===== src/rtl/pic_command_pkg.sv =====
// Shared definitions for the 8259A command-word front end: sequencer
// states and the bit positions used to decode written command bytes.
package pic_command_pkg;

    typedef enum logic [2:0] {
        UNINIT    = 3'd0,
        WAIT_ICW2 = 3'd1,
        WAIT_ICW3 = 3'd2,
        WAIT_ICW4 = 3'd3,
        READY     = 3'd4
    } sequencer_state_t;

    localparam int ICW1_SELECT_BIT = 4;
    localparam int OCW3_SELECT_BIT = 3;
    localparam int SNGL_BIT        = 1;
    localparam int IC4_BIT         = 0;

    // An A0=0 write with D4 set is always ICW1, whatever state we are in.
    function automatic logic is_icw1(input logic a0, input logic [7:0] data);
        return !a0 && data[ICW1_SELECT_BIT];
    endfunction

endpackage


===== src/rtl/command_word_sequencer_bus_write_detector.sv =====
// CPU bus write detector: latches the byte and A0 on every active edge and
// pulses write_end on the first edge that sees the write gone.
module bus_write_detector (
    input  logic       clock,
    input  logic       reset,
    input  logic       chip_select_n,
    input  logic       write_enable_n,
    input  logic       address,
    input  logic [7:0] data_bus_in,
    output logic [7:0] internal_data_bus,
    output logic       latched_address,
    output logic       write_end
);

    logic write_active;
    logic prev_active_reg;

    // Either CS_n or WR_n going high ends the write.
    assign write_active = !chip_select_n && !write_enable_n;

    // Combinational so the sequencer registers its strobe on the same edge
    // that first samples the write inactive.
    assign write_end = prev_active_reg && !write_active;

    // Track the previous active state and capture data/A0 while the write is held.
    always_ff @(posedge clock or posedge reset) begin
        if (reset) begin
            prev_active_reg   <= 1'b0;
            internal_data_bus <= 8'h00;
            latched_address   <= 1'b0;
        end else begin
            prev_active_reg <= write_active;
            if (write_active) begin
                internal_data_bus <= data_bus_in;
                latched_address   <= address;
            end
        end
    end

endmodule


===== src/rtl/command_word_sequencer.sv =====
// 8259A bus-write front end: tracks the ICW1..ICW4 initialization sequence
// and emits one-cycle registered strobes for each completed command word.
module command_word_sequencer
    import pic_command_pkg::*;
(
    input  logic       clock,
    input  logic       reset,
    input  logic       chip_select_n,
    input  logic       write_enable_n,
    input  logic       address,
    input  logic [7:0] data_bus_in,
    output logic [7:0] internal_data_bus,
    output logic       write_initial_command_word_1,
    output logic       write_initial_command_word_2,
    output logic       write_initial_command_word_3,
    output logic       write_initial_command_word_4,
    output logic       write_operation_control_word_1_registers,
    output logic       write_operation_control_word_2,
    output logic       write_operation_control_word_3,
    output logic       single_mode,
    output logic       icw4_required,
    output logic       initialization_complete
);

    sequencer_state_t state_reg;
    logic             latched_address;
    logic             write_end;

    bus_write_detector u_bus_write_detector (
        .clock             (clock),
        .reset             (reset),
        .chip_select_n     (chip_select_n),
        .write_enable_n    (write_enable_n),
        .address           (address),
        .data_bus_in       (data_bus_in),
        .internal_data_bus (internal_data_bus),
        .latched_address   (latched_address),
        .write_end         (write_end)
    );

    // Sequencer FSM: decode each completed write, update state and pulse one strobe.
    always_ff @(posedge clock or posedge reset) begin
        if (reset) begin
            state_reg                                <= UNINIT;
            write_initial_command_word_1             <= 1'b0;
            write_initial_command_word_2             <= 1'b0;
            write_initial_command_word_3             <= 1'b0;
            write_initial_command_word_4             <= 1'b0;
            write_operation_control_word_1_registers <= 1'b0;
            write_operation_control_word_2           <= 1'b0;
            write_operation_control_word_3           <= 1'b0;
            single_mode                              <= 1'b0;
            icw4_required                            <= 1'b0;
            initialization_complete                  <= 1'b0;
        end else begin
            // Strobes are single-cycle: cleared unless a write ends this edge.
            write_initial_command_word_1             <= 1'b0;
            write_initial_command_word_2             <= 1'b0;
            write_initial_command_word_3             <= 1'b0;
            write_initial_command_word_4             <= 1'b0;
            write_operation_control_word_1_registers <= 1'b0;
            write_operation_control_word_2           <= 1'b0;
            write_operation_control_word_3           <= 1'b0;

            if (write_end) begin
                if (is_icw1(latched_address, internal_data_bus)) begin
                    // ICW1 restarts initialization from any state.
                    write_initial_command_word_1 <= 1'b1;
                    single_mode                  <= internal_data_bus[SNGL_BIT];
                    icw4_required                <= internal_data_bus[IC4_BIT];
                    initialization_complete      <= 1'b0;
                    state_reg                    <= WAIT_ICW2;
                end else begin
                    case (state_reg)
                        WAIT_ICW2: begin
                            if (latched_address) begin
                                write_initial_command_word_2 <= 1'b1;
                                if (!single_mode) begin
                                    state_reg <= WAIT_ICW3;
                                end else if (icw4_required) begin
                                    state_reg <= WAIT_ICW4;
                                end else begin
                                    state_reg               <= READY;
                                    initialization_complete <= 1'b1;
                                end
                            end
                        end
                        WAIT_ICW3: begin
                            if (latched_address) begin
                                write_initial_command_word_3 <= 1'b1;
                                if (icw4_required) begin
                                    state_reg <= WAIT_ICW4;
                                end else begin
                                    state_reg               <= READY;
                                    initialization_complete <= 1'b1;
                                end
                            end
                        end
                        WAIT_ICW4: begin
                            if (latched_address) begin
                                write_initial_command_word_4 <= 1'b1;
                                state_reg                    <= READY;
                                initialization_complete      <= 1'b1;
                            end
                        end
                        READY: begin
                            if (latched_address) begin
                                write_operation_control_word_1_registers <= 1'b1;
                            end else if (internal_data_bus[OCW3_SELECT_BIT]) begin
                                write_operation_control_word_3 <= 1'b1;
                            end else begin
                                write_operation_control_word_2 <= 1'b1;
                            end
                        end
                        default: begin
                            // UNINIT: anything other than ICW1 is ignored.
                        end
                    endcase
                end
            end
        end
    end

endmodule


===== config.mk =====
export PLATFORM = sky130hd
export DESIGN_NAME = command_word_sequencer
export DESIGN_NICKNAME = d
export VERILOG_FILES = /design/src/rtl/pic_command_pkg.sv /design/src/rtl/command_word_sequencer_bus_write_detector.sv /design/src/rtl/command_word_sequencer.sv
export SDC_FILE = /design/constraint.sdc
export NUM_CORES = 1
export LEC_CHECK = 0
export ABC_AREA = 1
export BUFFER_PORTS_ARGS = -buffer_cell sky130_fd_sc_hd__buf_4
export CAP_MARGIN = 20
export CORE_UTILIZATION = 52
export DETAILED_ROUTE_END_ITERATION = 6
export GPL_TIMING_DRIVEN = 1
export MAX_ROUTING_LAYER = met4
export PLACE_DENSITY = 0.82
export SYNTH_ARGS = -nofsm -noshare
export SYNTH_HDL_FRONTEND = slang
export SYNTH_SLANG_ARGS = --single-unit

===== constraint.sdc =====
create_clock -name clock -period 3.5 [get_ports clock]
set_clock_uncertainty 0.2 [all_clocks]
set_input_delay 0.175 -clock clock [delete_from_list [all_inputs] [get_ports clock]]
set_output_delay 0.175 -clock clock [all_outputs]
set_load 0.005 [all_outputs]

==> results.md <==
- The setup fix buffers added after clock tree synthesis is 0.
- The initialized floorplan defines 15 standard-cell rows.
- STA classifies the critical path endpoint as a flip-flop.
- The insertion delay of the later-clocked pin in the worst-skew pair is about 0.30 ns.
- The worst-margin pin slew is between 0.8 and 0.9 ns.
- The y dimension of the die is 44.8 µm.
- Summing every instance area after synthesis gives ~950 µm².
- The number of global-route vias before repair is approximately 780.
- The run finished with clean final reports.
- Max-cap violations in this run came to 0.
- Dividing the synthesized area by the synthesized cell count gives about 9.4 µm².
- The number of placed I/O pins is 31.
- STA puts the critical path data required time at ~3.6 ns.
- The number of iterations in the first detailed-routing pass is 4.
- The depth of the worst register-to-register path is 8.
- Power spread over the standard cell area amounts to between 400 and 500 nW/µm².
- Setup repair after global routing left no endpoint under its margin.
- The number of buffers created by CTS is 3.
- The core area is 1730 µm².
- Entering global routing, the biggest net connects 24 pins.
- Timing analysis after detailed placement gives a worst setup slack of between 2 and 2.5 ns.
- The total of endpoints with negative setup slack in the final report is 0.
- The cell count after synthesis came out at about 100.
- The first global-routing pass estimated 3360 µm of wire.
- The aggregate global routing overflow is 0.
- After legalization and detailed placement, the total HPWL measured 1310 µm.
- The depth of the CTS H-tree is 1.
- The initial core utilization is ~55%.
- Clock tree synthesis found a total of 23 sinks.
- The biggest area contributor in the post-synthesis netlist is sky130_fd_sc_hd__dfrtp_1.
- The routed wire length is 2170 µm.
- 0 antenna diodes ended up in the layout.
- Static timing analysis puts the maximum clock frequency at roughly 530 MHz.
- The final worst hold slack is roughly 0.0046 ns.
- The switching component of the power is ~240 µW.
- After clock tree synthesis, the clock-pin slew on the worst setup and hold paths is between 0.1 and 0.15 ns.
- The register with the most flip-flops in the layout has 8 of them.
- The worst hold path belongs to the class in -> reg.
- The maximum vdd ir drop is ~0.35 mV.
- In this run the biggest area consumer among cell types represents between 60% and 70% of the synthesized area.
- The synthesized design contains 23 register bits.
- The setup slack on the worst flop-to-flop path is 2.13 ns.
- The critical path is of the in -> reg type.
- The number of antenna violations at the first check in global routing is 0.
- Of the total power, registers draw 50.4%.
- The quantity of I/O buffers inserted on ports is 30.
- The floorplan step defined a die boundary enclosing 2010 µm².
- The clock tree from TritonCTS is yes.
- During synthesis, Yosys emitted a total of 0 warnings.
- The tree is rooted in a sky130_fd_sc_hd__clkbuf_4.
- The worst hold path was traced through 4 stages.
- Counting every net in the synthesized netlist gives 114.
- The type of element launching the critical path is an input pin.
- In this run, post-CTS repair resized a total of 0 instances.
- The cell-internal power is 457 µW.
- Across every metal layer, demand over resource in global routing totals approximately a quarter.
- Counting distinct cell types in the post-synthesis netlist gives 16.
- Summed over all cells, the static leakage comes to slightly above 0.7 nW.
- The clock period minus worst slack is roughly 1.9 ns.
- The routability congestion estimate from global placement is between 0.7 and 0.8.
- STA puts the critical path data arrival time at ~1.9 ns.
- The combinational cell fraction of total power is about a third.
- In the final design database the tool counted around 170 nets.
- The worst path uses 53.5% of the clock period.
- The max-slew violation count is 0.
- The violation count after the first detailed-route iteration is 15.
- The fraction of layout instances using a drive strength above 1 is approximately 33%.
- The fraction of power spent switching nets is roughly a third.
- Counting the fill cells in the layout gives 100.
- In this run the remaining antenna-violating nets after routing total 0.
- The clock network burns approximately 17% of the power.
- Dividing the detail-routed wire length by the instance count gives approximately 12 µm.
- From synthesis to final layout, the design area changed by 48.0%.
- The x dimension of the die is 44.8 µm.
- Of the synthesized area, sequential elements account for about three fifths.
- Summed over all failing endpoints, the final setup total negative slack is 0 ns.
- The clock passes through at most 2 buffers.
- The via count is approximately 850.
- The final core area utilization is 81.7%.
- Using the TritonRoute via totals, the vias-per-cell ratio works out to approximately 4.8.
- Of all nets on the critical path, the largest fanout is 15.
- After detailed routing, the number of remaining DRC violations is 0.
- The worst relative slew slack is 43.5%.
- The hold violation total from the final report was 0.
- Ranked by total cell area, the synthesized netlist is headed by sky130_fd_sc_hd__dfrtp_1 60%, sky130_fd_sc_hd__nand2_1 13%, sky130_fd_sc_hd__nor2_4 4.7%, sky130_fd_sc_hd__nand2_2 4.6%, sky130_fd_sc_hd__inv_1 2.8%.
- Power comes to ~700 µW.
- The worst setup slack after layout is around 1.6 ns.
## cells in the final DEF (no fill, tap or decap), types with 3 or more instances in the layout
| master | Yosys | layout |
|---|---|---|
| sky130_fd_sc_hd__o21ai_1 | 3 | 3 |
| sky130_fd_sc_hd__nor3_1 | 4 | 4 |
| sky130_fd_sc_hd__inv_1 | 7 | 7 |
| sky130_fd_sc_hd__o21ai_0 | 5 | 5 |
| sky130_fd_sc_hd__nand2_2 | 7 | 7 |
| sky130_fd_sc_hd__dfrtp_1 | 23 | 23 |
| sky130_fd_sc_hd__nor2_1 | 3 | 3 |
| sky130_fd_sc_hd__dlygate4sd3_1 | 0 | 18 |
| sky130_fd_sc_hd__clkbuf_4 | 0 | 3 |
| sky130_fd_sc_hd__nor2_4 | 4 | 4 |
| sky130_fd_sc_hd__nand2_1 | 32 | 32 |
| sky130_fd_sc_hd__buf_4 | 0 | 30 |
| sky130_fd_sc_hd__nand3_1 | 4 | 4 |
| sky130_fd_sc_hd__inv_2 | 3 | 3 |
## what timing repair did
item	4_1_cts	5_1_grt
hold buffers	18	0
endpoints found under the hold margin	33	0
setup endpoints to repair	0	0
## worst paths after layout
| kind | from | end |
|---|---|---|
| max | chip_select_n | u_bus_write_detector.internal_data_bus[3] |
| min | write_enable_n | u_bus_write_detector.internal_data_bus[4] |
| max reg2reg | state_reg[1] | initialization_complete |
| min reg2reg | u_bus_write_detector.internal_data_bus[3] | write_operation_control_word_2 |
| max in group asynchronous | reset | initialization_complete |
| min in group asynchronous | reset | write_operation_control_word_3 |
## Yosys cell counts, drive strengths merged
master  number
nand2       39
dfrtp       23
inv         10
nor2         9
o21ai        8
nand3        5
nor3         4
a31oi        1
buf          1
nor4         1
## cell families after synthesis
| logic type | after synthesis | share of synthesized area (%) |
|---|---|---|
| and+or+nand+nor | 58 | 30.3 |
| buffers and inverters | 11 | 4.46 |
| DFF | 23 | 60.4 |
| AOI/OAI and AO/OA | 9 | 4.86 |
## power groups by stage
stage / registers, mW / logic (mW) / clock network, mW
2_1_floorplan: 0.350 / 0.134 / 0
3_3_place_gp: 0.352 / 0.206 / 0
3_5_place_dp: 0.355 / 0.211 / 0
4_1_cts: 0.351 / 0.225 / 0.122
5_1_grt: 0.356 / 0.251 / 0.130
6_report: 0.351 / 0.227 / 0.119
## per-layer routing
metal	vias up	share of wire (%)	track usage [%]
met4	0	2.1	11.5
met1	406	42	28.4
met2	25	53	43.5
li1	417	-	-
met3	6	3.4	2.40
met5	-	0	-
## area by class of cell
type | instances | area (µm²) | share of cell area, %
multi-input combinational | 67 | 335 | 23.8
clock buffer | 4 | 26.3 | 1.86
sequential | 23 | 576 | 40.8
inverter | 10 | 37.5 | 2.66
tap | 25 | 31.3 | 2.22
timing repair buffer | 48 | 405 | 28.7
## stage by stage
stage	instances	cell area (µm²)
floorplan	101	953
global placement	155	1200
detailed placement	155	1200
CTS	177	1410
global route	177	1410
finish	177	1410
## critical path, cell delays in order
cell and delay (ns):
sky130_fd_sc_hd__dlygate4sd3_1 0.55, sky130_fd_sc_hd__buf_4 0.15, sky130_fd_sc_hd__nor2_4 0.28, sky130_fd_sc_hd__dlygate4sd3_1 0.64, sky130_fd_sc_hd__nand2_1 0.06, sky130_fd_sc_hd__nand2_1 0.07
Note: power is estimated with default switching activity, not from simulation.
